## src/rtl/seq_match_search.sv

```systemverilog
// Sequential search controller: scans a DEPTH-entry reference table with one
// shared equality compare per cycle and reports hit/miss plus the lowest matching index.
module seq_match_search #(
    parameter int unsigned DATA_WIDTH = 13,
    parameter int unsigned DEPTH      = 8,
    localparam int unsigned IDX_WIDTH = $clog2(DEPTH)
) (
    input  logic                  clk_i,
    input  logic                  rst_i,
    input  logic                  wr_en_i,
    input  logic [IDX_WIDTH-1:0]  wr_idx_i,
    input  logic [DATA_WIDTH-1:0] wr_data_i,
    input  logic                  clr_i,
    input  logic                  search_valid_i,
    input  logic [DATA_WIDTH-1:0] search_key_i,
    output logic                  search_ready_o,
    output logic                  busy_o,
    output logic                  result_valid_o,
    output logic                  result_hit_o,
    output logic [IDX_WIDTH-1:0]  result_idx_o
);

    typedef enum logic [1:0] {
        IDLE = 2'd0,
        SCAN = 2'd1,
        DONE = 2'd2
    } state_e;

    state_e state_q, state_d;

    logic [DATA_WIDTH-1:0] entry_q [DEPTH];
    logic [DATA_WIDTH-1:0] entry_d [DEPTH];
    logic [DEPTH-1:0]      valid_q, valid_d;

    logic [DATA_WIDTH-1:0] key_q, key_d;
    logic [IDX_WIDTH-1:0]  ptr_q, ptr_d;
    logic                  hit_q, hit_d;
    logic [IDX_WIDTH-1:0]  idx_q, idx_d;
    logic                  ready_q, ready_d;
    logic                  busy_q, busy_d;
    logic                  rvalid_q, rvalid_d;

    logic [DATA_WIDTH-1:0] cmp_entry;
    logic                  cmp_valid;
    logic                  match;
    logic                  last;

    // Table update: clear first so a same-cycle write leaves its entry valid
    always_comb begin
        valid_d = valid_q;
        entry_d = entry_q;
        if (clr_i) begin
            valid_d = '0;
        end
        for (int unsigned i = 0; i < DEPTH; i++) begin
            if (wr_en_i && (wr_idx_i == IDX_WIDTH'(i))) begin
                entry_d[i] = wr_data_i;
                valid_d[i] = 1'b1;
            end
        end
    end

    always_ff @(posedge clk_i or posedge rst_i) begin
        if (rst_i) begin
            valid_q <= '0;
            for (int unsigned i = 0; i < DEPTH; i++) begin
                entry_q[i] <= '0;
            end
        end else begin
            valid_q <= valid_d;
            for (int unsigned i = 0; i < DEPTH; i++) begin
                entry_q[i] <= entry_d[i];
            end
        end
    end

    // Entry selection for the single shared comparator; indices >= DEPTH select nothing
    always_comb begin
        cmp_entry = '0;
        cmp_valid = 1'b0;
        for (int unsigned i = 0; i < DEPTH; i++) begin
            if (ptr_q == IDX_WIDTH'(i)) begin
                cmp_entry = entry_q[i];
                cmp_valid = valid_q[i];
            end
        end
    end

    assign match = cmp_valid && (cmp_entry == key_q);
    assign last  = (ptr_q == IDX_WIDTH'(DEPTH - 1));

    always_ff @(posedge clk_i or posedge rst_i) begin
        if (rst_i) begin
            state_q <= IDLE;
        end else begin
            state_q <= state_d;
        end
    end

    always_comb begin
        state_d = state_q;
        case (state_q)
            IDLE:    if (search_valid_i) state_d = SCAN;
            SCAN:    if (match || last) state_d = DONE;
            DONE:    state_d = IDLE;
            default: state_d = IDLE;
        endcase
    end

    // Registered handshake/status outputs follow the upcoming state
    always_comb begin
        ready_d  = 1'b0;
        busy_d   = 1'b0;
        rvalid_d = 1'b0;
        case (state_d)
            IDLE:    ready_d  = 1'b1;
            SCAN:    busy_d   = 1'b1;
            DONE:    rvalid_d = 1'b1;
            default: ready_d  = 1'b1;
        endcase
    end

    // Key latch, scan pointer and result registers
    always_comb begin
        key_d = key_q;
        ptr_d = ptr_q;
        hit_d = hit_q;
        idx_d = idx_q;
        case (state_q)
            IDLE: begin
                if (search_valid_i) begin
                    key_d = search_key_i;
                    ptr_d = '0;
                end
            end
            SCAN: begin
                if (match) begin
                    hit_d = 1'b1;
                    idx_d = ptr_q;
                end else if (last) begin
                    hit_d = 1'b0;
                    idx_d = '0;
                end else begin
                    ptr_d = ptr_q + IDX_WIDTH'(1);
                end
            end
            default: ;
        endcase
    end

    always_ff @(posedge clk_i or posedge rst_i) begin
        if (rst_i) begin
            key_q    <= '0;
            ptr_q    <= '0;
            hit_q    <= 1'b0;
            idx_q    <= '0;
            ready_q  <= 1'b1;
            busy_q   <= 1'b0;
            rvalid_q <= 1'b0;
        end else begin
            key_q    <= key_d;
            ptr_q    <= ptr_d;
            hit_q    <= hit_d;
            idx_q    <= idx_d;
            ready_q  <= ready_d;
            busy_q   <= busy_d;
            rvalid_q <= rvalid_d;
        end
    end

    assign search_ready_o = ready_q;
    assign busy_o         = busy_q;
    assign result_valid_o = rvalid_q;
    assign result_hit_o   = hit_q;
    assign result_idx_o   = idx_q;

endmodule

```

## config.mk

```make
export PLATFORM = sky130hd
export DESIGN_NAME = seq_match_search
export DESIGN_NICKNAME = d
export VERILOG_FILES = /design/src/rtl/seq_match_search.sv
export SDC_FILE = /design/constraint.sdc
export NUM_CORES = 1
export LEC_CHECK = 0
export BUFFER_PORTS_ARGS = -buffer_cell sky130_fd_sc_hd__buf_2
export CAP_MARGIN = 20
export CORE_UTILIZATION = 40
export DETAILED_ROUTE_END_ITERATION = 12
export SLEW_MARGIN = 20
export SYNTH_ARGS = -nofsm -noshare
export SYNTH_HDL_FRONTEND = slang
export SYNTH_SLANG_ARGS = --single-unit
```

## constraint.sdc

```tcl
create_clock -name clk_i -period 5.95 [get_ports clk_i]
set_clock_uncertainty 0.15 [all_clocks]
set_input_delay 0.2975 -clock clk_i [delete_from_list [all_inputs] [get_ports clk_i]]
set_output_delay 0.2975 -clock clk_i [all_outputs]
set_load 0.03 [all_outputs]
```

==> results.py <==
metrics = {
    "place": {
        "portBuffers": 40,
        "dpl.hpwl_um": 11700,
        "placed_cells": 834,
        "globalplace.congestion": 0.869,
    },
    "power_and_ir_drop": {
        "vdd.ir_drop.worst_v": 0.000207,
        "p_per_area_nw_per_um2": 495,
        "power.leakage_nw": 3.52,
    },
    "finish": {
        "drive_gt1_share_pct": 30.8,
        "diodes": 0,
        "syn_to_final_growth_pct": 17.7,
        "finalNonFillerCells": 880,
        "fillers": 1473,
        "fin_nets": 689,
    },
    "worst_hold_path": {
        "hp-start": "clr_i",
        "worstHoldEndpoint": "valid_q[6]",
        "hp-class": "primary input to flip-flop",
        "min_path_cells": 2,
    },
    "floorplanning": {
        "rows": 47,
        "die_y_um": 133,
        "dieArea_um2": 17600,
        "die_w_um": 133,
        "initial_core_util_pct": 41.0,
        "core-area_um2": 16600,
        "ios": 41,
    },
    "routing": {
        "drtPass1Iterations": 5,
        "vias": 5009,
        "first_iter_violations": 439,
        "ant_nets": 0,
        "viasPerCell": 5.69,
        "wl_um": 17600,
        "drc_errors": 0,
        "wl_per_cell_um": 20.0,
    },
    "sta": {
        "setup_viol": 0,
        "slew_headroom_pct": 27.4,
        "period_share_pct": 70.8,
        "setup_tns_ns": 0,
        "max_freq_mhz": 237,
        "period_needed_ns": 4.21,
        "grt_setup_unrepaired": "no",
        "worst_slew_pin_slew_ns": 1.08,
        "hold_violations": 0,
        "slew_violations": 0,
        "hold_slack_ns": 0.0405,
    },
    "cts": {
        "cts_sinks": 137,
        "cts_buffer_depth": 2,
        "clk_latency_ns": 0.42,
        "cts_inserted_buffers": 17,
        "cts_root_buf": "clkbuf_16",
        "clk_pin_slew_ns": 0.06,
        "h-tree-depth": 4,
        "cts_tree": "yes",
    },
    "setup_path": {
        "critPathLaunchType": "flip-flop",
        "worstPathRequired_ns": 6.10,
        "crit_type": "flip-flop to flip-flop",
        "reg2reg_depth": 11,
        "end_kind": "flip-flop",
        "reg2reg_slack_ns": 1.74,
        "r2r-end": "busy_o",
        "r2r-start": "ptr_q[2]",
        "cp.arrival_ns": 4.36,
        "worstPathMaxFanout": 18,
    },
    "synthesis": {
        "syn_area_um2": 6830,
        "synth_fp_nets": 641,
        "synth_cell_type_count": 66,
        "synthTopCellsByArea": "dfrtp_1, mux2_2, nand2_1, inv_1, o21ai_0",
        "synth-edff-count": 0,
        "ys_seq_elements": 137,
        "syn_inst": 599,
        "ys_seq_area_share_pct": 50.2,
        "ys.flop_type": "dfrtp_1",
        "yosys_warnings": 0,
        "synth_area_per_cell_um2": 11.4,
        "synth_top_cell_by_area": "dfrtp_1",
        "synth_top_area_share_pct": 49.9,
        "async_flop_share_pct": 100,
    },
    "grt": {
        "grt_max_degree": 83,
        "grt_pass1_wl_um": 28500,
        "grt_overflow": 0,
        "grt_usage_pct": 21.4,
        "grt_antenna_before_repair": 0,
        "grt_pass1_vias": 5139,
    },
    "job": {
        "maxCapViolCount": 0,
    },
    "outcome": {
        "outcome": "finished, final reports clean",
    },
}
[power breakdown]
| part | internal, mW | switching, mW |
|---|---|---|
| Sequential | 1.17 | 0.180 |
| Combinational | 0.639 | 0.879 |
| Clock | 0.734 | 0.378 |
[Yosys cell counts, types with 2 or more instances]
cell type / number
ha_1: 8
nand2_1: 51
nor3b_1: 10
buf_4: 2
clkbuf_1: 22
o22ai_1: 8
o2111ai_1: 4
mux2_4: 2
o32ai_1: 2
o311ai_0: 2
o311a_1: 3
nor3_1: 6
nand3b_1: 8
or3b_1: 2
buf_2: 11
nor2_1: 13
nand3_1: 8
nand2b_1: 6
o21ai_1: 3
o311ai_1: 5
or2_1: 2
xnor2_1: 4
o31ai_1: 7
mux2i_1: 8
o211ai_1: 5
o21a_1: 2
mux2_2: 107
nand4b_1: 4
a21boi_0: 2
nand4_1: 4
dfrtp_1: 136
a221oi_1: 13
a21o_1: 6
a21oi_1: 17
o221ai_1: 2
a31oi_1: 6
nor2b_1: 16
inv_1: 32
o21ai_0: 23
[registers in the layout, summed over array words and instances (netlist names)]
| name | flops |
|---|---|
| result_idx_o | 3 |
| result_hit_o | 1 |
| key_q | 13 |
| busy_o | 1 |
| result_valid_o | 1 |
| entry_q | 104 |
| ptr_q | 3 |
| valid_q | 8 |
| state_q | 2 |
| search_ready_o | 1 |
[routing by layer]
layer  GRT usage [%]  share of wire [%]  vias up
met5               0                  0        -
met3            6.28                6.3       30
met2            34.4                 48      164
met4            7.73                1.7        0
li1                -                  -     2274
met1            27.5                 45     2541
[final cells by class]
cell class	instances	area [um2]	share of cell area [%]
inverters	33	129	1.60
flip-flops and latches	137	3430	42.7
repair buffers	66	442	5.50
clock buffers	25	485	6.04
multi-input cells	392	3140	39.0
well taps	220	275	3.43
clock inverters	7	139	1.73
[how the worst max path moves through the flow]
stage	start	to	slack, ns	depth (start not counted)
2_1_floorplan	rst_i	busy_o	1.84	1
3_3_place_gp	ptr_q[2]	busy_o	1.88	10
3_5_place_dp	ptr_q[2]	busy_o	1.81	11
4_1_cts	ptr_q[2]	busy_o	1.80	11
5_1_grt	ptr_q[2]	busy_o	1.56	11
6_report	ptr_q[2]	busy_o	1.74	11
[what timing repair did]
| action | CTS | global route |
|---|---|---|
| buffers inserted | 0 | 0 |
| setup endpoints to repair | 0 | 0 |
| endpoints found under the hold margin | 67 | 0 |
| resized for setup | 0 | 0 |
| hold buffers | 14 | 0 |
[metrics by stage]
step           total power [mW]  cell area, um2  setup WS [ns]  util [%]
4_1_cts                    3.98            8030           1.80      48.3
3_3_place_gp               2.81            7250           1.88      43.6
2_1_floorplan              2.45            6830           1.84         -
6_report                   3.98            8040           1.74      48.3
5_1_grt                    4.21            8040           1.56      48.3
3_5_place_dp               2.84            7270           1.81      43.7
[critical path, stage by stage, from the launching register on]
cell	delay [ns]
dfrtp_1	0.37
inv_1	0.27
ha_1	0.76
or2_1	0.61
a221oi_1	0.13
o22ai_1	0.24
a221oi_1	0.11
a311o_1	0.37
nor4_4	0.39
a31oi_4	0.19
or2_1	0.28
ha_1	0.20
[cells in the final DEF, fill, tap and decap left out, drive strengths merged, types with 4 or more instances in the layout]
cell type	count
dfrtp	136
mux2	109
buf	52
nand2	51
inv	33
o21ai	26
clkbuf	25
a21oi	17
nor2b	16
dlygate4sd3	14
a221oi	13
nor2	13
nor3b	10
o22ai	9
nand3	8
mux2i	8
nand3b	8
ha	8
o31ai	8
o311ai	8
a31oi	7
a21o	6
nand2b	6
nor3	6
o211ai	5
nand4	5
nand4b	4
xnor2	4
o2111ai	4
bufinv	4
[logic make-up (layout without fill, tap and decap cells)]
group           after synthesis  in the layout  share of synthesized area (%)
compound gates              124            124                           13.1
mux                         117            117                           19.3
simple gates                138            138                           11.0
buf+inv                      70            131                           4.27
flops                       137            137                           50.2
fa+ha+maj                     8              8                           1.47
xor+xnor                      5              5                          0.641
Power figures use the tool's default switching activity.
